==> src/rtl/icebrk_abi_pkg.sv <==
// Shared constants and types for the icebrk ABI host-side initiator.
package icebrk_abi_pkg;

   localparam int unsigned VID_W  = 14;
   localparam int unsigned DATA_W = 32;

   localparam logic [VID_W-1:0] VID_NOP = '0;

   typedef enum logic [1:0] {
      StIdle,
      StAccess,
      StRecover,
      StResp
   } abi_state_t;

   typedef struct packed {
      logic              read;
      logic [VID_W-1:0]  vid;
      logic [DATA_W-1:0] data;
   } abi_req_t;

   function automatic logic is_nop(input logic [VID_W-1:0] v);
      return v == VID_NOP;
   endfunction

endpackage

==> src/rtl/icebrk_abi_master_if.sv <==
// Host request/response port plus the core-side vid/read/in/out/wait_ bus.
interface icebrk_abi_master_if;
   import icebrk_abi_pkg::*;

   logic              req_valid;
   logic              req_ready;
   logic              req_read;
   logic [VID_W-1:0]  req_vid;
   logic [DATA_W-1:0] req_data;

   logic              rsp_valid;
   logic              rsp_ready;
   logic [DATA_W-1:0] rsp_data;
   logic              rsp_err;

   logic [VID_W-1:0]  vid;
   logic              read;
   logic [DATA_W-1:0] in;
   logic [DATA_W-1:0] out;
   logic              wait_;

   modport master (
      input  req_valid, req_read, req_vid, req_data, rsp_ready, out, wait_,
      output req_ready, rsp_valid, rsp_data, rsp_err, vid, read, in
   );

   modport slave (
      output req_valid, req_read, req_vid, req_data, rsp_ready, out, wait_,
      input  req_ready, rsp_valid, rsp_data, rsp_err, vid, read, in
   );

endinterface

==> src/rtl/icebrk_stall_timer.sv <==
// Saturating stall counter; expired_o flags the enabled edge that brings the count to TIMEOUT.
module icebrk_stall_timer #(
   parameter int unsigned TIMEOUT = 1024
) (
   input  logic clk,
   input  logic rst_n,
   input  logic clear_i,
   input  logic en_i,
   output logic expired_o
);

   localparam int unsigned CntW = (TIMEOUT > 0) ? $clog2(TIMEOUT + 1) : 1;
   localparam logic [CntW-1:0] CntMax  = CntW'(TIMEOUT);
   localparam logic [CntW-1:0] CntLast = CntW'((TIMEOUT > 0) ? TIMEOUT - 1 : 0);

   logic [CntW-1:0] cnt_q, cnt_d;

   always_comb begin
      cnt_d = cnt_q;
      if (clear_i) begin
         cnt_d = '0;
      end else if (en_i && (cnt_q != CntMax)) begin
         cnt_d = cnt_q + 1'b1;
      end
   end

   always_ff @(posedge clk or negedge rst_n) begin
      if (!rst_n) begin
         cnt_q <= '0;
      end else begin
         cnt_q <= cnt_d;
      end
   end

   // TIMEOUT of zero disables expiry entirely; CntMax is then 0 so the count also stays put.
   assign expired_o = (TIMEOUT != 0) && en_i && !clear_i && (cnt_q == CntLast);

endmodule

==> src/rtl/icebrk_abi_master.sv <==
// Single-outstanding initiator: host valid/ready request -> one ABI access -> one response.
module icebrk_abi_master
   import icebrk_abi_pkg::*;
#(
   parameter int unsigned TIMEOUT = 1024
) (
   input logic                 clk,
   input logic                 rst_n,
   icebrk_abi_master_if.master bus_io
);

   abi_state_t        state_q, state_d;
   abi_req_t          req_q, req_d;
   logic              req_ready_q, req_ready_d;
   logic              rsp_valid_q, rsp_valid_d;
   logic [DATA_W-1:0] rsp_data_q, rsp_data_d;
   logic              rsp_err_q, rsp_err_d;
   logic [VID_W-1:0]  vid_q, vid_d;
   logic              read_q, read_d;
   logic [DATA_W-1:0] in_q, in_d;

   logic req_hs;
   logic presented;
   logic expired;
   logic done;
   logic drive;

   // The first ACCESS cycle only loads the bus register; wait_ counts once vid is on the bus.
   assign req_hs    = bus_io.req_valid && req_ready_q;
   assign presented = (state_q == StAccess) && !is_nop(vid_q);
   assign done      = presented && (!bus_io.wait_ || expired);

   icebrk_stall_timer #(
      .TIMEOUT (TIMEOUT)
   ) u_stall_timer (
      .clk       (clk),
      .rst_n     (rst_n),
      .clear_i   (!presented),
      .en_i      (presented && bus_io.wait_),
      .expired_o (expired)
   );

   always_comb begin
      state_d    = state_q;
      req_d      = req_q;
      rsp_data_d = rsp_data_q;
      rsp_err_d  = rsp_err_q;
      unique case (state_q)
         StIdle: begin
            if (req_hs) begin
               req_d.read = bus_io.req_read;
               req_d.vid  = bus_io.req_vid;
               req_d.data = bus_io.req_data;
               if (is_nop(bus_io.req_vid)) begin
                  state_d    = StResp;
                  rsp_err_d  = 1'b1;
                  rsp_data_d = '0;
               end else begin
                  state_d = StAccess;
               end
            end
         end
         StAccess: begin
            if (done) begin
               state_d = StRecover;
               if (!bus_io.wait_) begin
                  rsp_err_d  = 1'b0;
                  rsp_data_d = req_q.read ? bus_io.out : '0;
               end else begin
                  rsp_err_d  = 1'b1;
                  rsp_data_d = '0;
               end
            end
         end
         StRecover: begin
            state_d = StResp;
         end
         StResp: begin
            if (bus_io.rsp_ready) begin
               state_d = StIdle;
            end
         end
         default: begin
            state_d = StIdle;
         end
      endcase
   end

   always_comb begin
      drive       = (state_q == StAccess) && !done;
      req_ready_d = (state_d == StIdle);
      rsp_valid_d = (state_d == StResp);
      vid_d       = drive ? req_q.vid : VID_NOP;
      read_d      = drive && req_q.read;
      in_d        = drive ? req_q.data : '0;
   end

   always_ff @(posedge clk or negedge rst_n) begin
      if (!rst_n) begin
         state_q     <= StIdle;
         req_q       <= '0;
         req_ready_q <= 1'b0;
         rsp_valid_q <= 1'b0;
         rsp_data_q  <= '0;
         rsp_err_q   <= 1'b0;
         vid_q       <= VID_NOP;
         read_q      <= 1'b0;
         in_q        <= '0;
      end else begin
         state_q     <= state_d;
         req_q       <= req_d;
         req_ready_q <= req_ready_d;
         rsp_valid_q <= rsp_valid_d;
         rsp_data_q  <= rsp_data_d;
         rsp_err_q   <= rsp_err_d;
         vid_q       <= vid_d;
         read_q      <= read_d;
         in_q        <= in_d;
      end
   end

   assign bus_io.req_ready = req_ready_q;
   assign bus_io.rsp_valid = rsp_valid_q;
   assign bus_io.rsp_data  = rsp_data_q;
   assign bus_io.rsp_err   = rsp_err_q;
   assign bus_io.vid       = vid_q;
   assign bus_io.read      = read_q;
   assign bus_io.in        = in_q;

endmodule

==> src/flat_wrapper.sv <==
// flat-port wrapper written by rule: the top's interface ports become plain ports
module icebrk_abi_master_flat import icebrk_abi_pkg::*;
#(
   parameter int unsigned TIMEOUT = 1024
)
  (clk, rst_n, bus_io_req_valid, bus_io_req_read, bus_io_req_vid, bus_io_req_data, bus_io_rsp_ready, bus_io_out, bus_io_wait_, bus_io_req_ready, bus_io_rsp_valid, bus_io_rsp_data, bus_io_rsp_err, bus_io_vid, bus_io_read, bus_io_in);
  icebrk_abi_master_if bus_io_i ();
  input logic clk;
  input logic rst_n;
  input wire logic [$bits(bus_io_i.req_valid)-1:0] bus_io_req_valid;
  input wire logic [$bits(bus_io_i.req_read)-1:0] bus_io_req_read;
  input wire logic [$bits(bus_io_i.req_vid)-1:0] bus_io_req_vid;
  input wire logic [$bits(bus_io_i.req_data)-1:0] bus_io_req_data;
  input wire logic [$bits(bus_io_i.rsp_ready)-1:0] bus_io_rsp_ready;
  input wire logic [$bits(bus_io_i.out)-1:0] bus_io_out;
  input wire logic [$bits(bus_io_i.wait_)-1:0] bus_io_wait_;
  output wire logic [$bits(bus_io_i.req_ready)-1:0] bus_io_req_ready;
  output wire logic [$bits(bus_io_i.rsp_valid)-1:0] bus_io_rsp_valid;
  output wire logic [$bits(bus_io_i.rsp_data)-1:0] bus_io_rsp_data;
  output wire logic [$bits(bus_io_i.rsp_err)-1:0] bus_io_rsp_err;
  output wire logic [$bits(bus_io_i.vid)-1:0] bus_io_vid;
  output wire logic [$bits(bus_io_i.read)-1:0] bus_io_read;
  output wire logic [$bits(bus_io_i.in)-1:0] bus_io_in;
  assign bus_io_i.req_valid = bus_io_req_valid;
  assign bus_io_i.req_read = bus_io_req_read;
  assign bus_io_i.req_vid = bus_io_req_vid;
  assign bus_io_i.req_data = bus_io_req_data;
  assign bus_io_i.rsp_ready = bus_io_rsp_ready;
  assign bus_io_i.out = bus_io_out;
  assign bus_io_i.wait_ = bus_io_wait_;
  assign bus_io_req_ready = bus_io_i.req_ready;
  assign bus_io_rsp_valid = bus_io_i.rsp_valid;
  assign bus_io_rsp_data = bus_io_i.rsp_data;
  assign bus_io_rsp_err = bus_io_i.rsp_err;
  assign bus_io_vid = bus_io_i.vid;
  assign bus_io_read = bus_io_i.read;
  assign bus_io_in = bus_io_i.in;
  icebrk_abi_master #(.TIMEOUT(TIMEOUT)) u_core (.clk(clk), .rst_n(rst_n), .bus_io(bus_io_i));
endmodule
==> config.mk <==
export PLATFORM = sky130hd
export DESIGN_NAME = icebrk_abi_master_flat
export DESIGN_NICKNAME = d
export VERILOG_FILES = /design/src/rtl/icebrk_abi_pkg.sv /design/src/rtl/icebrk_abi_master_if.sv /design/src/rtl/icebrk_stall_timer.sv /design/src/rtl/icebrk_abi_master.sv /design/src/flat_wrapper.sv
export SDC_FILE = /design/constraint.sdc
export NUM_CORES = 1
export LEC_CHECK = 0
export CELL_PAD_IN_SITES_DETAIL_PLACEMENT = 1
export CELL_PAD_IN_SITES_GLOBAL_PLACEMENT = 1
export CORE_ASPECT_RATIO = 0.6
export CORE_MARGIN = 3
export CORE_UTILIZATION = 40
export DETAILED_ROUTE_END_ITERATION = 8
export PLACE_DENSITY = 0.87
export SYNTH_ARGS = -nofsm -noshare
export SYNTH_HDL_FRONTEND = slang
export SYNTH_SLANG_ARGS = --single-unit
==> constraint.sdc <==
create_clock -name clk -period 3.8 [get_ports clk]
set_input_delay 0.76 -clock clk [delete_from_list [all_inputs] [get_ports clk]]
set_output_delay 0.76 -clock clk [all_outputs]
set_load 0.05 [all_outputs]
Word level (Yosys, flattened, before mapping)
Cells that the tools add are included.
{"block": "op_classes", "muxes": 20, "n_addsub": 1, "mul": 0, "bitwise_logic": 0, "n_reduce_logical": 20, "n_shift": 0, "eq_ne": 10, "n_div": 0, "order_cmp": 0}
{"op": "$mux W32", "count": 6}
{"op": "$pmux W32 S2", "count": 1}
{"op": "$logic_not A14 Y1", "count": 2}
{"op": "$mux W11", "count": 2}
{"op": "$mux W14", "count": 1}
{"op": "$add A11 B1 Y11 const B", "count": 1}
{"op": "$eq A11 B10 Y1 const B", "count": 1}
{"op": "$ne A11 B11 Y1 const B", "count": 1}
{"op": "$logic_and A1 B1 Y1", "count": 9}
{"op": "$mux W2", "count": 4}
{"op": "$pmux W2 S4", "count": 1}
{"op": "$eq A2 B2 Y1 const B", "count": 3}
{"op": "$ne A2 B1 Y1 const B", "count": 3}
{"op": "$logic_not A2 Y1", "count": 2}
{"op": "$mux W1", "count": 4}
{"op": "$reduce_and A4 Y1", "count": 1}
{"op": "$logic_not A1 Y1", "count": 3}
{"op": "$eq A2 B1 Y1 const B", "count": 1}
{"op": "$ne A2 B2 Y1 const B", "count": 1}
{"op": "$pmux W1 S2", "count": 1}
{"op": "$reduce_and A2 Y1", "count": 1}
{"op": "$reduce_bool A2 Y1", "count": 1}
{"op": "$logic_or A1 B1 Y1", "count": 1}
{"block": "totals", "out_inout_bits": 82, "ram_bits": 0, "inputBits": 84, "romBits": 0, "latch_bits": 0, "elab_cells": 63, "ff_bits": 142, "mem_count": 0}

Logic depth before layout (Yosys ltp)
{"block": "logic_depth", "depth_word": 11, "ltp_mapped": 7, "mapped_depth_nobuf": 5}

Cells and area by module
A second synthesis with hierarchy kept.
{"block": "hier_totals", "hier_cells": 450, "hier_area_um2": 5660.4}
{"module": "icebrk_abi_master", "seq_area_each_um2": 3278.1, "area_per_inst_um2": 4932.2, "cells_per_inst": 369, "n_inst": 1}
{"module": "icebrk_stall_timer", "seq_area_each_um2": 275.3, "area_per_inst_um2": 728.2, "cells_per_inst": 81, "n_inst": 1}

Worst setup path before layout
No wires, ideal clock.
{"block": "synth_path", "kind": "input port to flip-flop", "startpoint": "input port bus_io_req_vid[1]", "endpoint": "register u_core.rsp_data_q[23], in the netlist u_core.bus_io.rsp_data[23]", "cell_stages": 6, "required_time_ps": 3678, "setup_slack_ps": 1776, "setup_time_ps": 122, "arrival_time_ps": 1902, "path_buffers": 2, "cell_sequence": "nor4_1 > nand3_1 > or2_1 > buf_6 > buf_6 > a32o_1"}
{"block": "synth_via", "elab_chain_cells": 3}
{"item": "start: declaration", "line": "flat_wrapper.sv:12", "rtl": "input wire logic [$bits(bus_io_i.req_vid)-1:0] bus_io_req_vid;"}
{"item": "$logic_not A14 Y1", "line": "icebrk_abi_pkg.sv:23", "rtl": "return v == VID_NOP;"}
{"item": "$ne A2 B1 Y1 (no source line)"}
{"item": "$reduce_and A4 Y1 (no source line)"}
{"item": "end signal: assignment", "line": "icebrk_abi_master.sv:114", "rtl": "rsp_data_q <= rsp_data_d;"}
{"item": "end: declaration", "line": "icebrk_abi_master.sv:16", "rtl": "logic [DATA_W-1:0] rsp_data_q, rsp_data_d;"}
No other way between the ends.
A chain may end at the register's enable or synchronous reset.

Worst setup path in the final report
{"block": "layout_path", "startpoint": "register u_core.u_stall_timer.cnt_q[0]", "endpoint": "register u_core.rsp_data_q[6], in the netlist u_core.bus_io.rsp_data[6]"}
{"block": "layout_via", "elab_chain_cells": 6}
{"item": "start: declaration", "line": "icebrk_stall_timer.sv:16", "rtl": "logic [CntW-1:0] cnt_q, cnt_d;"}
{"item": "start signal: assignment", "line": "icebrk_stall_timer.sv:31", "rtl": "cnt_q <= cnt_d;"}
{"item": "$eq A11 B10 Y1", "line": "icebrk_stall_timer.sv:36", "rtl": "assign expired_o = (TIMEOUT != 0) && en_i && !clear_i && (cnt_q == CntLast);"}
{"item": "$logic_and A1 B1 Y1", "line": "icebrk_stall_timer.sv:36"}
{"item": "$logic_or A1 B1 Y1", "line": "icebrk_abi_master.sv:31", "rtl": "assign done = presented && (!bus_io.wait_ || expired);"}
{"item": "$logic_and A1 B1 Y1", "line": "icebrk_abi_master.sv:31"}
{"item": "$ne A2 B1 Y1 (no source line)"}
{"item": "$reduce_and A4 Y1 (no source line)"}
No other way between the ends.

==> out/results.md <==
• final total power: 7.23 mW
• status: finished clean
• clock input transition at the sequential cells of the worst setup and hold paths: 0.06 ns
• clock buffers created by TritonCTS: 17
• number of buffers on the longest clock path: 2
• biggest fanout along the worst timing path: 34
• buffers inserted by post-CTS timing repair: 0
• net count of the mapped netlist: 466
• signal arrival time at the worst endpoint: 3.06 ns
• setup repair after global routing missed its margin: no
• first-pass GRT wire length: 22800 µm
• vias: 3773
• IR drop worst, VDD: 417 µV
• Detailed Place HPWL: 9990 µm
• synthesized instance count: 380
• top sig layer: met4
• count of input and output buffers: 165
• layout cell share with drive strength beyond 1: 0.156
• number of buffer and inverter stages on the critical path: 0
• fin util: 0.600
• top library cells by usage in the layout, fill and taps aside: sky130_fd_sc_hd__clkdlybuf4s50_1 (164), sky130_fd_sc_hd__dfrtp_1 (142), sky130_fd_sc_hd__and2_1 (49), sky130_fd_sc_hd__mux2_2 (47), sky130_fd_sc_hd__a32o_1 (26)
• Post-Layout Inst Area: 7780 µm²
• Final Critical Period: 2.78 ns
• wire length on met3: 863 µm
• number of placed instances with taps included: 696
• number of non-filler instances in the completed layout: 726
• Critical Path Start Type: register
• total of flip-flops plus latches after synthesis: 142
• leakage power summed over all cells: 3.40 nW
• number of detailed-routing iterations run before antenna repair: 4
• starting density of the core: 0.413
• number of DRC violations after detailed routing: 0
• setup skew after layout: 0.00988 ns
• DRT antenna net count: 0
• synthesized area divided by synthesized cell count: 14.1 µm²
• pin count of the biggest net entering global routing: 100
• highest attainable clock frequency: 360 MHz
• hold crit path type: in2async
• number of setup violations in the final report: 0
• total number of H-tree levels: 4
• Antenna Diode Count: 0
• global-route usage over all layers: 0.201
• layout overhead on the synthesized area: 45.1%
• required time at the endpoint of the critical path: 4.08 ns
• CTS Hold Bufs: 0
• remaining global-route overflow: 0
• critical path's slowest cell: sky130_fd_sc_hd__nand3_2
• total detailed-routing wirelength: 14600 µm
• count of final max-slew check failures: 0
• total negative slack: 0 ns
• Critical Path End Type: register
• Critical Path Max Stage Delay: 0.76 ns
• clock root buffer master: sky130_fd_sc_hd__clkbuf_16
• fraction of synthesis flops using an asynchronous set or reset pin: 1.00
• I/O pin total: 166
• ordered cell list for the critical path: ha_1 > nand2_1 > o41ai_2 > nand3_2 > a32o_1
• per-cell routed wire length: 20.2 µm
• Largest delay share family, worst path: compound AO/OA/AOI/OAI gates
• total core area: 13000 µm²
• Detailed Route Iter0 Violations: 112
• area post-placement: 7170 µm²
• slack of the critical path: 1.02 ns
• ratio of routed vias to standard cells: 5.20
• worst setup slack after placement: 0.776 ns
• vias in the first global route: 4225
• type of the setup path with the least slack: reg2reg
• number of gates on the worst path with buffers counted: 5
• Rel. slew slack: 0.245
• prevailing post-synth register cell: sky130_fd_sc_hd__dfrtp_1
• share of the cycle needed by the critical path after routing: 0.732
• number of enable-type register cells in the synthesized netlist: 0
• worst reg-to-reg path cell count: 5
• maxcap violations: 0
• Core Rows: 32
• number of distinct library cell variants in the gate-level netlist after synthesis: 32
• gpl congestion: 0.804
• share of the yosys chip area belonging to registers: 0.663
• TritonCTS Sinks: 142
• full die area: 14900 µm²
• pwr dens: 928 nW/µm²
• clock network latency to the later pin of the worst-skew pair: 0.40 ns
• most common cell after layout, fill and taps aside: sky130_fd_sc_hd__clkdlybuf4s50_1
• Met1 Wirelength: 6320 µm
• clock tree from TritonCTS: yes
• yosys warns: 0
• chip width: 155 µm
• filler cell count: 1267
• Detail Route met2 WL: 7370 µm
• initial antenna violation count: 0
• Die Y-Extent: 95.7 µm
• worst slew pin tran: 1.13 ns
• post-route worst hold slack: 0.260 ns
• final net count: 631
• Final Hold Violating Endpoints: 0
• total standard cell area after synthesis: 5360 µm²
• Resized cells post-CTS: 0
==> final timing paths <==
kind / from / end / slack, ns
min in group clk: u_core.req_q[22] / u_core.bus_io.in[22] / 0.48
hold reg to reg: u_core.req_q[22] / u_core.bus_io.in[22] / 0.48
setup / recovery: u_core.u_stall_timer.cnt_q[0] / u_core.bus_io.rsp_data[6] / 1.02
hold / removal: rst_n / u_core.bus_io.rsp_data[0] / 0.26
max in group asynchronous: rst_n / u_core.req_q[27] / 2.63
setup reg to reg: u_core.u_stall_timer.cnt_q[0] / u_core.bus_io.rsp_data[6] / 1.02
==> registers in the layout, indices dropped and copies added (netlist names) <==
signal	flops
u_core.req_q	47
u_core.bus_io.rsp_err	1
u_core.bus_io.read	1
u_core.bus_io.rsp_data	32
u_core.bus_io.in	32
u_core.bus_io.req_ready	1
u_core.u_stall_timer.cnt_q	11
u_core.bus_io.vid	14
u_core.bus_io.rsp_valid	1
u_core.state_q	2
==> layout make-up <==
class / count / area, µm² / share of cell area
clock buffer: 17 / 425 / 0.0547
clock inverter: 13 / 191 / 0.0246
inverter: 5 / 18.8 / 0.00241
multi-input combinational: 211 / 1690 / 0.218
sequential: 142 / 3550 / 0.457
tap: 170 / 213 / 0.0273
timing repair buffer: 168 / 1690 / 0.217
==> logic make-up (layout without fill, tap and decap cells) <==
group / Yosys count / count (layout) / synth area share
AOI/OAI and AO/OA: 40 / 40 / 0.0670
xor gates and xnor gates: 9 / 9 / 0.0147
adders and majority gates: 2 / 2 / 0.00467
buffers and inverters: 27 / 203 / 0.0266
DFF: 142 / 142 / 0.663
muxes: 54 / 54 / 0.112
and+or+nand+nor: 106 / 106 / 0.113
==> worst register-to-register path, delay by kind of cell, from the launching register on <==
kind,cells,cell delay (ns)
adders and majority gates,1,0.27
DFF,1,0.39
AOI/OAI and AO/OA,2,1.07
and+or+nand+nor,2,0.92
==> cell usage after synthesis, types with 2 or more instances <==
library cell	number	share of area
sky130_fd_sc_hd__a211o_1	2	0.0033
sky130_fd_sc_hd__a32o_1	26	0.049
sky130_fd_sc_hd__and2_1	49	0.057
sky130_fd_sc_hd__and3_1	4	0.0047
sky130_fd_sc_hd__buf_2	12	0.011
sky130_fd_sc_hd__buf_4	3	0.0042
sky130_fd_sc_hd__buf_6	2	0.0042
sky130_fd_sc_hd__clkbuf_1	5	0.0035
sky130_fd_sc_hd__dfrtp_1	142	0.66
sky130_fd_sc_hd__ha_1	2	0.0047
sky130_fd_sc_hd__inv_1	5	0.0035
sky130_fd_sc_hd__mux2_2	47	0.099
sky130_fd_sc_hd__mux2i_1	7	0.013
sky130_fd_sc_hd__nand2_1	15	0.010
sky130_fd_sc_hd__nand3_1	4	0.0037
sky130_fd_sc_hd__nand3_2	2	0.0037
sky130_fd_sc_hd__nand4_1	5	0.0058
sky130_fd_sc_hd__nor2_1	12	0.0084
sky130_fd_sc_hd__nor4_1	10	0.012
sky130_fd_sc_hd__o21ai_0	7	0.0065
sky130_fd_sc_hd__xnor2_1	4	0.0065
sky130_fd_sc_hd__xor2_1	5	0.0082
==> power by group <==
part	total [mW]	switching [mW]	internal (mW)
sequential	2.45	0.344	2.11
clock	1.75	0.647	1.10
combinational	3.03	1.88	1.14
==> layer usage <==
layer | up-vias | GRT usage
met5 | - | 0
met4 | 0 | 0.0663
met3 | 10 | 0.0481
met2 | 121 | 0.345
met1 | 1969 | 0.255
li1 | 1673 | -
(Power assumes the default switching activity.)
